[config.mk]
export PLATFORM = sky130hd
export DESIGN_NAME = sum_accum
export DESIGN_NICKNAME = d
export VERILOG_FILES = /design/src/rtl/sum_accum_pkg.sv /design/src/rtl/sum_accum_valid_delay.sv /design/src/rtl/sum_accum.sv
export SDC_FILE = /design/constraint.sdc
export NUM_CORES = 1
export LEC_CHECK = 0
export ABC_AREA = 1
export CAP_MARGIN = 20
export CELL_PAD_IN_SITES_DETAIL_PLACEMENT = 1
export CELL_PAD_IN_SITES_GLOBAL_PLACEMENT = 1
export CORE_MARGIN = 4
export CORE_UTILIZATION = 39
export DETAILED_ROUTE_END_ITERATION = 10
export GPL_TIMING_DRIVEN = 0
export PLACE_DENSITY = 0.88
export SYNTH_ARGS = -nofsm -noshare
export SYNTH_HDL_FRONTEND = slang
export SYNTH_SLANG_ARGS = --single-unit
export TNS_END_PERCENT = 20
[constraint.sdc]
create_clock -name clk -period 3.5 [get_ports clk]
set_input_delay 0.35 -clock clk [delete_from_list [all_inputs] [get_ports clk]]
set_output_delay 0.35 -clock clk [all_outputs]
set_load 0.01 [all_outputs]
[src/rtl/sum_accum_pkg.sv]
// sum_accum_pkg
//   Shared constants and types for the sum accumulator slice.
//   SUM_W   : width of the sum produced by the upstream pipelined adder.
//   BATCH_N : default number of samples per batch (power of two, >= 2).
//   ADD_LAT : pipeline depth of the upstream adder. It must track the
//             adder, because the source valid is delayed by this amount.
//   slot_state_e : state of the single-entry result slot.
package sum_accum_pkg;

  localparam int SUM_W   = 9;
  localparam int BATCH_N = 4;
  localparam int ADD_LAT = 3;

  typedef enum logic {
    SLOT_EMPTY = 1'b0,
    SLOT_FULL  = 1'b1
  } slot_state_e;

endpackage

[src/rtl/sum_accum_valid_delay.sv]
// valid_delay
//   DEPTH-deep 1-bit shift register. It is used to align a valid strobe with
//   the output of a fixed-latency pipeline that has no valid of its own.
//   Ports:
//     clk  in  clock
//     rst  in  asynchronous active-high reset, clears every stage
//     clr  in  synchronous clear, drops every strobe still in flight
//     din  in  strobe entering the pipeline
//     dout out strobe delayed by DEPTH cycles
module valid_delay
  import sum_accum_pkg::*;
#(
  parameter int DEPTH = ADD_LAT
) (
  input  logic clk,
  input  logic rst,
  input  logic clr,
  input  logic din,
  output logic dout
);

  logic [DEPTH-1:0] shift_q;
  logic [DEPTH-1:0] shift_d;

  // Written per stage so that DEPTH == 1 needs no special case.
  always_comb begin
    shift_d = '0;
    if (!clr) begin
      shift_d[0] = din;
      for (int i = 1; i < DEPTH; i++) begin
        shift_d[i] = shift_q[i-1];
      end
    end
  end

  always_ff @(posedge clk or posedge rst) begin
    if (rst) begin
      shift_q <= '0;
    end else begin
      shift_q <= shift_d;
    end
  end

  assign dout = shift_q[DEPTH-1];

endmodule

[src/rtl/sum_accum.sv]
// sum_accum
//   Consumer of the pipelined adder. It receives the adder's operand-side
//   valid and delays it by LAT cycles so it lines up with the sum. It adds N
//   aligned sums into a batch total, then offers the total and the batch
//   average on a valid/ready output held in a single-entry slot.
//   Ports:
//     clk        in   clock
//     rst        in   asynchronous active-high reset
//     src_valid  in   high in the cycle the operands enter the adder
//     sum        in   adder output, used only when the delayed valid is high
//     clr        in   synchronous clear of the batch in progress and of overrun
//     res_sum    out  batch total (ACC_W bits)
//     res_avg    out  batch total >> log2(N)
//     res_valid  out  result slot holds an unconsumed result
//     res_ready  in   consumer takes the result
//     overrun    out  sticky; a completed batch was thrown away
//     batch_cnt  out  samples accumulated in the current batch
module sum_accum
  import sum_accum_pkg::*;
#(
  parameter int DATA_W = SUM_W,
  parameter int N      = BATCH_N,
  parameter int LAT    = ADD_LAT,
  parameter int ACC_W  = DATA_W + $clog2(N)
) (
  input  logic                 clk,
  input  logic                 rst,
  input  logic                 src_valid,
  input  logic [DATA_W-1:0]    sum,
  input  logic                 clr,
  output logic [ACC_W-1:0]     res_sum,
  output logic [DATA_W-1:0]    res_avg,
  output logic                 res_valid,
  input  logic                 res_ready,
  output logic                 overrun,
  output logic [$clog2(N)-1:0] batch_cnt
);

  localparam int CNT_W = $clog2(N);

  logic vld_d;

  valid_delay #(
    .DEPTH(LAT)
  ) u_valid_delay (
    .clk (clk),
    .rst (rst),
    .clr (clr),
    .din (src_valid),
    .dout(vld_d)
  );

  logic [ACC_W-1:0]  acc_q, acc_d;
  logic [CNT_W-1:0]  cnt_q, cnt_d;
  logic [ACC_W-1:0]  res_sum_q, res_sum_d;
  logic [DATA_W-1:0] res_avg_q, res_avg_d;
  logic              overrun_q, overrun_d;
  slot_state_e       state_q, state_d;

  logic              take;
  logic              complete;
  logic              load;
  logic [ACC_W-1:0]  sum_ext;
  logic [ACC_W-1:0]  total;

  // clr wins over a sample that arrives in the same cycle.
  assign take     = vld_d && !clr;
  assign complete = take && (cnt_q == CNT_W'(N - 1));
  assign sum_ext  = {{(ACC_W-DATA_W){1'b0}}, sum};
  assign total    = acc_q + sum_ext;

  // The slot takes a new result when it is empty or is being drained in this
  // same cycle. Otherwise the new total is dropped and overrun is flagged.
  assign load = complete && ((state_q == SLOT_EMPTY) || res_ready);

  // Accumulator and sample counter. N is a power of two, so the counter
  // returns to zero on its own after the last sample of a batch.
  always_comb begin
    acc_d = acc_q;
    cnt_d = cnt_q;
    if (clr) begin
      acc_d = '0;
      cnt_d = '0;
    end else if (take) begin
      acc_d = (cnt_q == '0) ? sum_ext : total;
      cnt_d = cnt_q + CNT_W'(1);
    end
  end

  always_comb begin
    res_sum_d = res_sum_q;
    res_avg_d = res_avg_q;
    if (load) begin
      res_sum_d = total;
      res_avg_d = total[ACC_W-1:CNT_W];
    end
  end

  always_comb begin
    overrun_d = overrun_q;
    if (clr) begin
      overrun_d = 1'b0;
    end else if (complete && (state_q == SLOT_FULL) && !res_ready) begin
      overrun_d = 1'b1;
    end
  end

  // Result slot FSM: next-state logic.
  always_comb begin
    state_d = state_q;
    case (state_q)
      SLOT_EMPTY: if (complete) state_d = SLOT_FULL;
      SLOT_FULL:  if (!complete && res_ready) state_d = SLOT_EMPTY;
      default:    state_d = SLOT_EMPTY;
    endcase
  end

  // Result slot FSM: state register.
  always_ff @(posedge clk or posedge rst) begin
    if (rst) begin
      state_q <= SLOT_EMPTY;
    end else begin
      state_q <= state_d;
    end
  end

  // Result slot FSM: outputs. These depend on registers only, so res_ready
  // has no combinational path to any output.
  always_comb begin
    res_valid = (state_q == SLOT_FULL);
  end

  always_ff @(posedge clk or posedge rst) begin
    if (rst) begin
      acc_q     <= '0;
      cnt_q     <= '0;
      res_sum_q <= '0;
      res_avg_q <= '0;
      overrun_q <= 1'b0;
    end else begin
      acc_q     <= acc_d;
      cnt_q     <= cnt_d;
      res_sum_q <= res_sum_d;
      res_avg_q <= res_avg_d;
      overrun_q <= overrun_d;
    end
  end

  assign res_sum   = res_sum_q;
  assign res_avg   = res_avg_q;
  assign overrun   = overrun_q;
  assign batch_cnt = cnt_q;

endmodule

==> flow_summary.json, run 1 <==
{
  "crit_top_cell": "nand2_1",
  "ctsResizeCount": 0,
  "timing.final.max_slew_violations": 0,
  "cts.sinks": 29,
  "totalWireLength_mm": 5.42,
  "crit_required_ns": 3.68,
  "synthAdderAreaFrac_pct": 8.54,
  "grt_max_degree": 17,
  "yosysUniqueCellTypes": 27,
  "clock_latency_ns": 0.28,
  "rr_endpoint": "acc_q[8]$_DFFE_PP0P_",
  "avgViaCountPerCell": 5.01,
  "hpwl_mm": 4.29,
  "routabilityCongestion": 0.914,
  "period_share_pct": 60.0,
  "p_int_uw": 552,
  "reg2reg_depth": 10,
  "placed_area_um2": 2310,
  "synth_compound_area_share_pct": 7.53,
  "drc": 0,
  "start_kind": "input port",
  "clockRootBuffer": "clkbuf_8",
  "ys_seq_elements": 29,
  "synth_cells": 257,
  "htree_levels": 2,
  "power_frac_comb_pct": 15.9,
  "crit_family": "simple AND/OR/NAND/NOR gates",
  "synthMuxAreaShare_pct": 0,
  "criticalPathCategory": "in -> reg",
  "grt_setup_unrepaired": "false",
  "drtIter0Drc": 77,
  "path_cells": "clkdlybuf4s50_1, ha_1, fa_1, nand2_1, nand2_1, nand3_1, nand2_1, nand2_1, nand3_1, nand2_1, nand2_1",
  "cp_max_fo": 3,
  "hold_path_class": "in -> async",
  "post_cts_buffers": 0,
  "synth.area.top_cells": "dfrtp_1, nand2_1, ha_1, inv_1, nor2_1",
  "area_growth_pct": 29.8,
  "fp.coreArea_um2": 4470,
  "swShare_pct": 26.2,
  "finalHoldViolations": 0,
  "max_freq_ghz": 0.476,
  "setup_viol": 0,
  "synth.top_cell.area_share_pct": 39.3,
  "netlist_area_um2": 1850,
  "cts_tree": "built",
  "fin_nets": 328,
  "crit_buf_inv": 1,
  "finalCriticalPeriod_ns": 2.10,
  "drtAntennaViolNets": 0,
  "switchingPower_uw": 195,
  "leakagePower_nw": 1.28,
  "first_pass_iters": 4,
  "maxCapViolations": 0,
  "grt_usage_pct": 20.0,
  "synth_flop_cell": "dfrtp_1",
  "wl_per_cell_um": 15.3,
  "antenna_cells": 0,
  "crit_slowest_cell": "clkdlybuf4s50_1",
  "synth_top_area_cell": "dfrtp_1",
  "async_flop_share_pct": 100,
  "status": "completed",
  "power.density_nw_per_um2": 312,
  "synth_fp_nets": 283,
  "relSlewSlack_pct": 55.3,
  "cts_buffers": 5,
  "io_pins": 38,
  "r2r_slack_ns": 1.56,
  "grt_pass1_vias": 2000,
  "clockBufferDepth": 2,
  "grt_pass1_wl_mm": 9.24,
  "pwr-share-seq_pct": 46.6,
  "peakVddDrop_uv": 149,
  "row_count": 24,
  "cts_hold_buffers": 0,
  "end_kind": "register",
  "grt_overflow_total": 0,
  "yosysWarnings": 0,
  "vias": 1773,
  "ys_seq_area_share_pct": 39.3,
  "fin_area_um2": 2390,
  "arrival_ns": 2.28,
  "r2r-start": "acc_q[0]$_DFFE_PP0P_",
  "avgSynthCellArea_um2": 7.18,
  "clkPwrFrac_pct": 37.5,
  "dieArea_um2": 5900,
  "antenna_found_initial": 0,
  "dieWidth_um": 76.8,
  "setup_tns_ns": 0,
  "synth_top_family_by_area": "simple AND/OR/NAND/NOR gates",
  "clkSlewWorstSetupHoldPaths_ns": 0.06,
  "finClkSkew_ns": 0.00425,
  "die_h_um": 76.8,
  "synthTopCellsByCount": "nand2_1, inv_1, dfrtp_1, nor2_1, nand3_1",
  "yosys.area_share.simple_pct": 30.6,
  "synth_most_common_cell": "nand2_1",
  "yosys.area_share.xor_xnor_pct": 1.42,
  "max_stage_delay_ns": 0.44,
  "drive_gt1_share_pct": 7.95,
  "synth_edf_count": 0,
  "worst_pin_slew_ns": 0.670,
  "start_util_pct": 41.2,
  "portBuffers": 37
}
## cell families after synthesis
logic type | after synthesis
AO/OA/AOI/OAI | 25
XOR/XNOR | 3
adder cells (fa/ha/maj) | 12
buffers and inverters | 50
flip-flops | 29
AND/OR/NAND/NOR | 138
## cells in the final DEF, fill, tap and decap left out, types with 2 or more instances in the layout
cell / n
clkbuf_1: 2
buf_4: 9
o21ai_0: 13
clkbuf_8: 6
a21oi_1: 3
a21o_1: 2
nand2_2: 2
xor2_1: 3
nand4_1: 2
clkdlybuf4s50_1: 37
nor2_1: 28
nand3_1: 20
nand2_1: 83
inv_1: 35
a31oi_1: 4
ha_1: 11
dfrtp_1: 29
## power by group through the flow
stage,combinational (mW),sequential (mW),clock [mW]
floorplan,0.0608,0.355,0
global placement,0.111,0.354,0
detailed placement,0.119,0.355,0
CTS,0.120,0.348,0.288
global route,0.133,0.349,0.306
finish,0.119,0.348,0.280
## worst max path at each step
| stage | startpoint | to | slack [ns] | depth (start not counted) |
|---|---|---|---|---|
| after floorplan | acc_q[0]$_DFFE_PP0P_ | acc_q[4]$_DFFE_PP0P_ | 1.87 | 8 |
| after global placement | sum[0] | acc_q[4]$_DFFE_PP0P_ | 1.18 | 9 |
| after detailed placement | sum[0] | acc_q[8]$_DFFE_PP0P_ | 1.14 | 11 |
| after CTS | sum[0] | acc_q[8]$_DFFE_PP0P_ | 1.43 | 11 |
| after global routing | sum[0] | acc_q[8]$_DFFE_PP0P_ | 1.27 | 11 |
| final | sum[0] | acc_q[8]$_DFFE_PP0P_ | 1.40 | 11 |
## metal layers
metal	part of all wire [%]	global-route usage (%)	up-vias
met1	44	22.4	837
met5	0	0	-
met3	2.6	3.51	17
li1	-	-	879
met4	3.9	12.1	0
met2	50	35.3	40
## state kept, by name (all words and copies together), names as in the netlist
register / flops
batch_cnt: 2
u_valid_delay.shift_q: 3
overrun: 1
acc_q: 11
res_sum: 11
res_valid: 1
## cell type report
class | instances | area, um^2
fill | 579 | 2080
multi-input combinational | 178 | 888
sequential | 29 | 726
timing repair buffer | 38 | 398
inverter | 37 | 140
buffer | 13 | 91.3
clock buffer | 7 | 86.3
tap | 52 | 65.1
## through the flow
stage / utilization, % / total power, mW / hold slack [ns] / instances / worst slack, ns
after floorplan: - / 0.416 / 0.415 / 257 / 1.87
after global placement: 51.0 / 0.464 / 0.442 / 346 / 1.18
after detailed placement: 51.6 / 0.474 / 0.467 / 347 / 1.14
after CTS: 53.5 / 0.756 / 0.477 / 354 / 1.43
after global routing: 53.5 / 0.788 / 0.492 / 354 / 1.27
final: 53.5 / 0.747 / 0.466 / 354 / 1.40
Note: power is estimated with default switching activity, not from simulation.
==> run 2: changes to the inputs <==
CORE_UTILIZATION = 33   (was 39)
PLACE_DENSITY = 0.8   (was 0.88)
clock period = 1.77 ns   (was 3.5 ns; I/O delays follow)
==> run 2 against run 1 <==
Worst setup slack worse by 1.3 ns. First-iteration DRC count is 3.9% higher. Flip-flop and latch count unchanged. Non-clock buffer count increased by 3. Largest power group unchanged. Clock-buffer cell count stayed put. Critical path type is now reg -> reg. Routed wire length is 8.3% lower. Utilization shrank 5.4 points. Global-route usage fell by 3.5 points. Die area grew 16%.
==> flow_summary.json, run 2 (synthesis gave the netlist of run 1 again) <==
{
  "status": "completed",
  "maxCapViolations": 0,
  "fillers": 665,
  "fin_nets": 331,
  "path_depth": 8,
  "dieArea_um2": 6850,
  "crit_required_ns": 1.95,
  "multi_input_area_um2": 943,
  "grt_overflow_total": 0,
  "criticalPathCategory": "reg -> reg",
  "crit_slowest_cell": "dfrtp_1",
  "die_h_um": 82.8,
  "drive_gt1_share_pct": 13.7,
  "max_stage_delay_ns": 0.42,
  "finalCriticalPeriod_ns": 1.71,
  "hold_path_class": "in -> async",
  "peakVddDrop_uv": 309,
  "io_pins": 38,
  "final_util_pct": 48.1,
  "htree_levels": 2,
  "row_count": 26,
  "totalWireLength_mm": 4.97,
  "start_util_pct": 35.0,
  "crit_buf_inv": 0,
  "cts.sinks": 29,
  "clkSlewWorstSetupHoldPaths_ns": 0.07,
  "timing.final.max_slew_violations": 0,
  "final_cell_mix": "nand2_1, clkdlybuf4s50_1, inv_1, dfrtp_1, nor2_1",
  "clockBufferDepth": 2,
  "leakagePower_nw": 1.32,
  "grt_pass1_vias": 1817,
  "arrival_ns": 1.88,
  "dieWidth_um": 82.8,
  "routabilityCongestion": 0.867,
  "finClkSkew_ns": 0.00493,
  "start_kind": "register",
  "placed_area_um2": 2360,
  "avgViaCountPerCell": 4.65,
  "antenna_found_initial": 0,
  "max_freq_ghz": 0.586,
  "power.density_nw_per_um2": 614,
  "cts_tree": "built",
  "fp.coreArea_um2": 5270,
  "period_share_pct": 96.5,
  "drc": 0,
  "fin_area_um2": 2530,
  "vias": 1747,
  "hpwl_mm": 4.02,
  "crit_top_cell": "nand2_2",
  "clock_latency_ns": 0.28,
  "grt_pass1_wl_mm": 8.45,
  "wl_per_cell_um": 13.2,
  "end_kind": "register",
  "finalHoldViolations": 0,
  "antenna_cells": 0,
  "cp_max_fo": 3,
  "r2r_slack_ns": 0.06,
  "regArea_um2": 726,
  "drtIter0Drc": 80,
  "reg2reg_depth": 8,
  "drtAntennaViolNets": 0,
  "clockRootBuffer": "clkbuf_8",
  "area_growth_pct": 37.3,
  "layout_commonest_cell": "nand2_1",
  "setup_viol": 0,
  "crit_family": "adder cells",
  "grt_setup_unrepaired": "true",
  "grt_max_degree": 16,
  "grt_usage_pct": 16.5,
  "cts_buffers": 5,
  "worst_pin_slew_ns": 0.545,
  "path_cells": "ha_4, fa_2, nand2_2, nand2_2, nand2_2, xor2_2, a21o_1, nand2_1",
  "relSlewSlack_pct": 63.7,
  "portBuffers": 37,
  "first_pass_iters": 4
}
run 2: cell types whose count changed in the layout (fill, tap and decap cells not counted), sizes merged:
| cell | change |
|---|---|
| clkinv | +1 |
| buf | +3 |
run 2: cell type report:
class,count,area share (%)
clock buffer,7,3.80
clock inverter,1,0.198
tap,70,3.46
multi-input combinational,178,37.2
buffer,12,3.46
sequential,29,28.6
timing repair buffer,42,17.7
inverter,37,5.53
run 2: worst min-delay path: stages:
cell and delay [ns]:
clkdlybuf4s50_1 0.40, inv_1 0.20, buf_16 0.18
run 2: final timing paths:
kind / start / end
hold / removal: rst / res_sum[0]$_DFFE_PP0P_
max in group asynchronous: rst / acc_q[6]$_DFFE_PP0P_
min in group clk: src_valid / u_valid_delay.shift_q[0]$_DFF_PP0_
hold reg to reg: u_valid_delay.shift_q[1]$_DFF_PP0_ / u_valid_delay.shift_q[2]$_DFF_PP0_
setup reg to reg: acc_q[0]$_DFFE_PP0P_ / acc_q[4]$_DFFE_PP0P_
setup / recovery: acc_q[0]$_DFFE_PP0P_ / acc_q[4]$_DFFE_PP0P_
run 2: per-layer routing:
layer | wire length [um] | track usage (%)
met4 | 64 | 5.39
met3 | 170 | 3.67
met2 | 2430 | 28.0
met5 | 0 | 0
met1 | 2310 | 20.7
run 2: through the flow:
step / setup TNS, ns / power (mW) / instances / hold WS [ns] / setup slack (ns)
2_1_floorplan: 0 / 0.823 / 257 / 0.242 / 0.139
3_3_place_gp: -2.60 / 0.919 / 364 / 0.445 / -0.395
3_5_place_dp: -2.90 / 0.941 / 366 / 0.458 / -0.408
4_1_cts: 0 / 1.57 / 373 / 0.346 / 0.0229
5_1_grt: -0.106 / 1.64 / 376 / 0.359 / -0.0490
6_report: 0 / 1.56 / 376 / 0.345 / 0.0627
run 2: what timing repair did:
item	CTS	global route
pin swaps	1	1
setup endpoints to repair	7	5
hold buffers	0	0
gates resized for setup	6	7
setup buffers	0	3
run 2: report_power, final:
| part | leakage (nW) | total [mW] | internal (mW) | switching, mW |
|---|---|---|---|---|
| combinational | 0.865 | 0.250 | 0.117 | 0.133 |
| clock | 0.0542 | 0.617 | 0.351 | 0.266 |
| sequential | 0.400 | 0.689 | 0.678 | 0.0105 |
